## src/rtl/if_id_stage_if.sv

```systemverilog
// Fetch <-> IF/ID handshake bundle: fetched instruction/PC, taken-branch pulse
// and the stall request back to fetch.
interface if_id_stage_if #(
    parameter int XLEN = 32
);
    logic [31:0]     inst_in;
    logic [XLEN-1:0] pc_in;
    logic            doBranch;
    logic            stall;

    modport master (
        output inst_in,
        output pc_in,
        output doBranch,
        input  stall
    );

    modport slave (
        input  inst_in,
        input  pc_in,
        input  doBranch,
        output stall
    );
endinterface

```

## src/rtl/if_id_stage.sv

```systemverilog
// IF/ID pipeline register with load-use stall and taken-branch squash.
// Optional performance counters are built when IF_ID_PERF_CNT_EN is defined.
module if_id_stage #(
    parameter int          XLEN        = 32,
    parameter logic [31:0] NOP_INST    = 32'h0000_0013,
    parameter int          FLUSH_DEPTH = 2
) (
    input  logic            clk,
    input  logic            rst,
    if_id_stage_if.slave    fetch,
    input  logic            ex_mem_read,
    input  logic [4:0]      ex_rd,
    output logic            id_bubble,
    output logic [31:0]     inst_out,
    output logic [XLEN-1:0] pc_out,
    output logic            valid_out,
    output logic [4:0]      rs1,
    output logic [4:0]      rs2,
    output logic [4:0]      rd,
    output logic [6:0]      opcode,
    output logic [31:0]     stall_cycles,
    output logic [31:0]     flush_cycles
);
    localparam int CW = (FLUSH_DEPTH > 1) ? $clog2(FLUSH_DEPTH) : 1;

    typedef enum logic [0:0] {RUN, FLUSH} state_t;

    state_t            state_reg, state_next;
    logic [CW-1:0]     flush_cnt_reg, flush_cnt_next;
    logic [31:0]       inst_reg, inst_next;
    logic [XLEN-1:0]   pc_reg, pc_next;
    logic              valid_reg, valid_next;
    logic              uses, uses_rs2, haz, stall, squash;

    assign inst_out  = inst_reg;
    assign pc_out    = pc_reg;
    assign valid_out = valid_reg;
    assign opcode    = inst_reg[6:0];
    assign rd        = inst_reg[11:7];
    assign rs1       = inst_reg[19:15];
    assign rs2       = inst_reg[24:20];

    // U-type and JAL carry no source registers; only R/S/B read rs2.
    assign uses     = !(opcode inside {7'b0110111, 7'b0010111, 7'b1101111});
    assign uses_rs2 = opcode inside {7'b0110011, 7'b0100011, 7'b1100011};
    assign haz      = valid_reg & ex_mem_read & (ex_rd != 5'd0) & uses &
                      ((ex_rd == rs1) | ((ex_rd == rs2) & uses_rs2));

    assign stall       = haz & (state_reg == RUN) & ~fetch.doBranch;
    assign fetch.stall = stall;
    assign id_bubble   = stall;
    assign squash      = ((state_reg == RUN) & fetch.doBranch) | (state_reg == FLUSH);

    always_comb begin
        state_next     = state_reg;
        flush_cnt_next = flush_cnt_reg;
        inst_next      = inst_reg;
        pc_next        = pc_reg;
        valid_next     = valid_reg;
        if (squash) begin
            inst_next  = NOP_INST;
            pc_next    = fetch.pc_in;
            valid_next = 1'b0;
        end
        case (state_reg)
            RUN: begin
                if (fetch.doBranch) begin
                    flush_cnt_next = CW'(FLUSH_DEPTH - 1);
                    if (FLUSH_DEPTH > 1)
                        state_next = FLUSH;
                end else if (!stall) begin
                    inst_next  = fetch.inst_in;
                    pc_next    = fetch.pc_in;
                    valid_next = 1'b1;
                end
            end
            FLUSH: begin
                // A branch here is not expected; reloading keeps the squash window safe.
                if (fetch.doBranch && FLUSH_DEPTH > 1) begin
                    flush_cnt_next = CW'(FLUSH_DEPTH - 1);
                end else if (flush_cnt_reg <= CW'(1)) begin
                    flush_cnt_next = '0;
                    state_next     = RUN;
                end else begin
                    flush_cnt_next = flush_cnt_reg - CW'(1);
                end
            end
            default: state_next = RUN;
        endcase
    end

    always_ff @(posedge clk or negedge rst) begin
        if (!rst) begin
            state_reg     <= RUN;
            flush_cnt_reg <= '0;
            inst_reg      <= NOP_INST;
            pc_reg        <= '0;
            valid_reg     <= 1'b0;
        end else begin
            state_reg     <= state_next;
            flush_cnt_reg <= flush_cnt_next;
            inst_reg      <= inst_next;
            pc_reg        <= pc_next;
            valid_reg     <= valid_next;
        end
    end

`ifdef IF_ID_PERF_CNT_EN
    logic [31:0] stall_cnt_reg, flush_cyc_reg;

    always_ff @(posedge clk or negedge rst) begin
        if (!rst) begin
            stall_cnt_reg <= '0;
            flush_cyc_reg <= '0;
        end else begin
            if (stall)
                stall_cnt_reg <= stall_cnt_reg + 32'd1;
            if (squash)
                flush_cyc_reg <= flush_cyc_reg + 32'd1;
        end
    end

    assign stall_cycles = stall_cnt_reg;
    assign flush_cycles = flush_cyc_reg;
`else
    assign stall_cycles = 32'b0;
    assign flush_cycles = 32'b0;
`endif

endmodule

```

## src/flat_wrapper.sv

```systemverilog
// flat-port wrapper written by rule: the top's interface ports become plain ports
module if_id_stage_flat 
#(
    parameter int          XLEN        = 32,
    parameter logic [31:0] NOP_INST    = 32'h0000_0013,
    parameter int          FLUSH_DEPTH = 2
)
  (clk, rst, ex_mem_read, ex_rd, id_bubble, inst_out, pc_out, valid_out, rs1, rs2, rd, opcode, stall_cycles, flush_cycles, fetch_inst_in, fetch_pc_in, fetch_doBranch, fetch_stall);
  if_id_stage_if #(.XLEN(XLEN)) fetch_i ();
  input  logic clk;
  input  logic rst;
  input  logic ex_mem_read;
  input  logic [4:0] ex_rd;
  output logic id_bubble;
  output logic [31:0] inst_out;
  output logic [XLEN-1:0] pc_out;
  output logic valid_out;
  output logic [4:0] rs1;
  output logic [4:0] rs2;
  output logic [4:0] rd;
  output logic [6:0] opcode;
  output logic [31:0] stall_cycles;
  output logic [31:0] flush_cycles;
  input wire logic [$bits(fetch_i.inst_in)-1:0] fetch_inst_in;
  input wire logic [$bits(fetch_i.pc_in)-1:0] fetch_pc_in;
  input wire logic [$bits(fetch_i.doBranch)-1:0] fetch_doBranch;
  output wire logic [$bits(fetch_i.stall)-1:0] fetch_stall;
  assign fetch_i.inst_in = fetch_inst_in;
  assign fetch_i.pc_in = fetch_pc_in;
  assign fetch_i.doBranch = fetch_doBranch;
  assign fetch_stall = fetch_i.stall;
  if_id_stage #(.XLEN(XLEN), .NOP_INST(NOP_INST), .FLUSH_DEPTH(FLUSH_DEPTH)) u_core (.clk(clk), .rst(rst), .fetch(fetch_i), .ex_mem_read(ex_mem_read), .ex_rd(ex_rd), .id_bubble(id_bubble), .inst_out(inst_out), .pc_out(pc_out), .valid_out(valid_out), .rs1(rs1), .rs2(rs2), .rd(rd), .opcode(opcode), .stall_cycles(stall_cycles), .flush_cycles(flush_cycles));
endmodule
```

## config.mk

```make
export PLATFORM = sky130hd
export DESIGN_NAME = if_id_stage_flat
export DESIGN_NICKNAME = d
export VERILOG_FILES = /design/src/rtl/if_id_stage_if.sv /design/src/rtl/if_id_stage.sv /design/src/flat_wrapper.sv
export SDC_FILE = /design/constraint.sdc
export NUM_CORES = 1
export LEC_CHECK = 0
export CORE_MARGIN = 10
export CORE_UTILIZATION = 34
export DETAILED_ROUTE_END_ITERATION = 7
export PLACE_DENSITY = 0.85
export RECOVER_POWER = 50
export SYNTH_ARGS = -nofsm -noshare
export SYNTH_HDL_FRONTEND = slang
export SYNTH_SLANG_ARGS = --single-unit
```

## constraint.sdc

```tcl
create_clock -name clk -period 2.5 [get_ports clk]
set_input_delay 0.625 -clock clk [delete_from_list [all_inputs] [get_ports clk]]
set_output_delay 0.625 -clock clk [all_outputs]
set_load 0.01 [all_outputs]
```

Word-level counts from Yosys, hierarchy flattened

Index checks and enable logic that the tools add are counted.

Register bits after elaboration: 67
Input port bits: 73
Output and inout bits: 153

Add/sub/neg operators: 1
Order comparisons: 1
Equality and inequality tests: 9
Multiplexer cells: 20
Bitwise gates (word level): 12
Reductions and logical operators: 4

Operator list:

| operator            | count |
|---|---|
| $mux 32             | 8 |
| $eq 7x6->1 const B  | 3 |
| $eq 7x7->1 const B  | 2 |
| $eq 5x5->1          | 2 |
| $mux 1              | 10 |
| $and 1x1->1         | 8 |
| $eq 7x5->1 const B  | 1 |
| $reduce_bool 3->1   | 2 |
| $reduce_bool 5->1   | 1 |
| $pmux 1 s2          | 2 |
| $ne 2x2->1 const B  | 1 |
| $not 1->1           | 2 |
| $or 1x1->1          | 2 |
| $le 1x1->1 const B  | 1 |
| $logic_not 1->1     | 1 |
| $sub 1x1->1 const B | 1 |

Logic depth before layout (Yosys ltp)

Depth in word-level cells: 10
Mapped depth: 8
Depth with buffers taken out: 5

Least setup slack after synthesis

OpenSTA, ideal clock, no wires.

Path kind: input port to output port
Start: input ex_rd[0]
End: output id_bubble
Data arrival time: 2.024 ns
Data required time: 1.875 ns
Path slack: -0.149 ns
Stages: 8
Path buffers: 3
Cell sequence: or4_1 -> o2111ai_1 -> a31oi_1 -> o21ai_2 -> buf_6 -> buf_6 -> inv_1 -> buf_4

Word-level cells in the longest chain between the ends: 6
Elaborated cells on any way between the ends: 10
Classes of those cells: eq/ne: 2; bitwise: 7; reduce/logical: 1

Ends and longest elaborated chain:

| element                                         | RTL line                             | source |
|---|---|---|
| from (decl)                                     | flat_wrapper.sv:13                   | `input logic [4:0] ex_rd;` |
| $eq 5x5->1 or $reduce_bool 5->1 (tied branches) | if_id_stage.sv:47, if_id_stage.sv:46 |  |
| $and 1x1->1, on equally long branches           | if_id_stage.sv:47, if_id_stage.sv:46 |  |
| $or 1x1->1 or $and 1x1->1 (tied branches)       | if_id_stage.sv:47, if_id_stage.sv:46 |  |
| $and 1x1->1 *                                   | if_id_stage.sv:46                    | `assign haz = valid_reg & ex_mem_read & (ex_rd != 5'd0) & uses &` |
| $and 1x1->1 * (2 in series)                     | if_id_stage.sv:49                    | `assign stall = haz & (state_reg == RUN) & ~fetch.doBranch;` |
| to (decl)                                       | flat_wrapper.sv:14                   | `output logic id_bubble;` |

Every way passes the cells marked *; elsewhere a longest branch is shown, timed or not.

Final worst setup path

Start: input ex_rd[4]
End: output fetch_stall

Word-level cells in the longest chain between the ends: 6
Elaborated cells on any way between the ends: 10
Classes of those cells: eq/ne: 2; bitwise: 7; reduce/logical: 1

Ends and longest elaborated chain:

| element                                         | RTL line                             | source |
|---|---|---|
| $eq 5x5->1 or $reduce_bool 5->1 (tied branches) | if_id_stage.sv:47, if_id_stage.sv:46 |  |
| $and 1x1->1, on equally long branches           | if_id_stage.sv:47, if_id_stage.sv:46 |  |
| $or 1x1->1 or $and 1x1->1 (tied branches)       | if_id_stage.sv:47, if_id_stage.sv:46 |  |
| $and 1x1->1 *                                   | if_id_stage.sv:46                    |  |
| $and 1x1->1 * (2 in series)                     | if_id_stage.sv:49                    |  |
| to (decl)                                       | flat_wrapper.sv:27                   | `output wire logic [$bits(fetch_i.stall)-1:0] fetch_stall;` |

Marked as above.

==> impl_metrics.py <==
metrics = {
    "run_status": {
        "run_status": "finished, violations left",
        "violated_checks": "capacitance limit",
    },
    "worst_setup_path": {
        "timing.critical_path.arrival_ns": 1.83,
        "cp-start-kind": "primary input",
        "worst_path_dominant_cell_family": "simple AND/OR/NAND/NOR gates",
        "rr_startpoint": "u_core.inst_out[4]$_DFF_PN1_",
        "data_required_time_at_the_worst_endpoint_ns": 1.88,
        "path_class": "primary input to output pin",
        "worst_path_largest_cell_delay_ns": 0.55,
        "timing.critical_path.from": "ex_rd[4]",
        "critical_path.endpoint_type": "output pin",
        "sum_of_buffers_and_inverters_on_the_critical_path": 3,
        "worstPathMaxFanout": 2,
        "cpMaxStageDelayCell": "or4_4",
        "crit_chain": "buf_8, or4_4, o2111ai_4, a31oi_4, o21ai_4, inv_4, buf_6",
    },
    "placed_design": {
        "place.detailed.instances": 598,
        "portBuffers": 161,
        "place.gp.congestion": 0.741,
        "dpl-instance-area_sq_mm": 0.00504,
        "pre_cts_slack_ns": -0.750,
        "place.detailed.hpwl_mm": 8.17,
    },
    "final_layout": {
        "area.growth.synth_to_final_pct": 47.8,
        "fin_util_pct": 51.4,
        "fillerInstances": 914,
        "design.final.nets": 548,
        "most_frequent_standard_cell_in_the_layout_excluding_fill_and_tap_cells": "clkdlybuf4s50_1",
        "insertedDiodeCount": 0,
        "final_layout_size_suffix_gt1_share_pct": 18.1,
        "finalNonFillerCells": 616,
        "layout_common_cells": "111 x clkdlybuf4s50_1, 64 x conb_1, 63 x dfrtp_1",
        "final_design_area_no_fill_sq_mm": 0.00531,
    },
    "floorplanning": {
        "initial_core_util_pct": 34.8,
        "chipHeight_um": 123,
        "placement_rows": 37,
        "die_x_um": 123,
        "die_area_sq_mm": 0.0151,
        "io_pins": 226,
        "coreArea_sq_mm": 0.0103,
    },
    "clocking": {
        "tritoncts": "done",
        "htree_num_levels": 3,
        "cts_buffer_depth": 2,
        "tritoncts_num_sinks": 66,
        "clk_pin_slew_worst_paths_ns": 0.07,
        "cts-buffers-inserted": 9,
        "root_buffer": "clkbuf_8",
        "clkLatencyLatePin_ns": 0.34,
    },
    "sta": {
        "drv_slew": 0,
        "timing.final.crit_share_pct": 98.2,
        "setup_viol": 0,
        "fin_crit_ns": 2.46,
        "relSlewSlack_pct": 0.0757,
        "fmax_mhz": 407,
        "clock-skew-final_ns": 0.00812,
        "final_critical_path_setup_slack_ns": 0.0440,
        "worst_slew_pin_slew_ns": 1.50,
        "timing_hold_violations_final": 0,
    },
    "logic_synthesis": {
        "netlist-cell-type-count": 27,
        "synth-seq-area-share_pct": 46.1,
        "synth-warning-count": 0,
        "synth.top_cell.area_share_pct": 43.9,
        "synth_seq_cells": 66,
        "synth_top_cell_by_area": "dfrtp_1",
        "mappedNetlistArea_sq_mm": 0.00359,
        "synth_area_per_cell_sq_um": 11.4,
        "postSynthCellCount": 315,
        "synth.top_cells.by_area": "dfrtp_1 44%, buf_4 18%, mux2i_1 8.4%, mux2_4 7.9%, mux2_2 4.7%",
    },
    "global_route": {
        "first_global_vias": 2807,
        "global_route.overflow_total": 0,
        "antenna_found_initial": 0,
        "wire_length_of_the_first_global_routing_pass_mm": 15.3,
        "maximum_number_of_pins_on_one_net_before_global_route_repair": 53,
        "grt.total_usage_pct": 13.2,
    },
    "power": {
        "power.net_switching_uw": 657,
        "sequentialPowerShare_pct": 44.0,
        "p_sw_share_pct": 25.1,
        "leakagePower_nw": 2.62,
        "vdd_drop_max_mv": 0.296,
        "comb_power_share_pct": 17.5,
        "pwr-share-clk_pct": 38.5,
        "cell_int_power_mw": 1.96,
        "p_per_area_mw_per_mm2": 492,
    },
    "worst_hold_path": {
        "worst_hold_startpoint": "u_core.pc_out[31]$_DFF_PN0_",
        "hold_path.class": "flop to flop",
    },
    "route": {
        "first_iter_violations": 60,
        "detail_route.vias_per_cell": 4.13,
        "drtPass1Iterations": 4,
        "ant_nets": 0,
        "wire_per_inst_um": 17.0,
        "routed-via-count": 2544,
        "highest_layer": "met4",
        "route.detailed.drc": 0,
        "wirelength_met1_mm": 3.51,
        "routed-wl-met2_mm": 5.46,
        "wl_met3_mm": 1.33,
        "detail_route.wirelength_mm": 10.5,
    },
    "run": {
        "timing.max_cap.violations": 1,
    },
}
==> power by group through the flow <==
stage               Sequential, mW  Combinational, mW  Clock (mW)
finish                        1.15              0.458        1.01
CTS                           1.15              0.469        1.04
floorplan                     1.19              0.224           0
global placement              1.17              0.458           0
global route                  1.16              0.495        1.10
detailed placement            1.17              0.466           0
==> kinds of logic (layout without fill, tap and decap cells) <==
logic type             count (synthesis)  in the layout  share of synthesized area (%)
XOR/XNOR                              10             10                           2.44
other                                  1             64                          0.104
AND/OR/NAND/NOR                       41             41                           5.15
AO/OA/AOI/OAI                          5              5                          0.940
flip-flops                            66             66                           46.1
buffers and inverters                128            230                           24.3
multiplexers                          64             64                           21.0
==> synth_stat cells (all sizes together) <==
cell type,count
a21oi,1
nor3b,1
inv,31
nor3,2
clkbuf,3
xnor2,6
mux2i,30
buf,94
conb,1
nor4b,1
a31oi,1
o21ai,2
nor2,1
or3,2
o2111ai,1
nand3,2
or4,1
mux2,34
dfrtp,63
dfstp,3
xor2,4
nand2,30
nand4,1
==> layer usage <==
layer,vias up,track usage [%]
li1,1169,-
met1,1227,13.2
met2,133,23.1
met3,15,5.97
met4,0,6.04
met5,-,0
==> per-stage QoR <==
stage	TNS, ns	hold slack [ns]	power, mW
3_5_place_dp	-31.62	0.492	1.64
4_1_cts	0	0.279	2.66
2_1_floorplan	-0.0860	0.329	1.42
5_1_grt	-0.0312	0.521	2.75
3_3_place_gp	-26.93	0.492	1.63
6_report	0	0.504	2.62
==> area by class of cell <==
cell class                 instances  area (sq um)  area share, %
inverter                          31           119           2.24
timing repair buffer             183          1770           33.4
clock buffer                      11           141           2.66
tap                              136           170           3.20
multi-input combinational        184          1380           25.9
clock inverter                     5          77.6           1.46
sequential                        66          1660           31.2
==> worst paths after layout <==
| path | endpoint | slack [ns] | depth (start not counted) |
|---|---|---|---|
| worst min-delay path | u_core.pc_out[31]$_DFF_PN0_ | 0.50 | 1 |
| worst max register to register | u_core.pc_out[6]$_DFF_PN0_ | 0.15 | 8 |
| worst max-delay path | fetch_stall | 0.04 | 7 |
| max in group asynchronous | u_core.pc_out[2]$_DFF_PN0_ | 0.56 | 2 |
| worst min register to register | u_core.pc_out[31]$_DFF_PN0_ | 0.50 | 1 |
| min in group asynchronous | u_core.pc_out[14]$_DFF_PN0_ | 0.57 | 1 |
==> worst reg2reg max path: cells and delay by family (launching register included) <==
family,cells,cell delay (ns)
multiplexers,1,0.44
AO/OA/AOI/OAI,3,0.62
buffers and inverters,4,0.60
flip-flops,1,0.57
==> repair_timing <==
action | CTS | global route
endpoints found under the setup margin | 58 | 2
resized for setup | 34 | 9
hold buffers | 0 | 0
buffers inserted | 1 | 1
pin swaps | 4 | 0
Note: power is estimated with default switching activity, not from simulation.
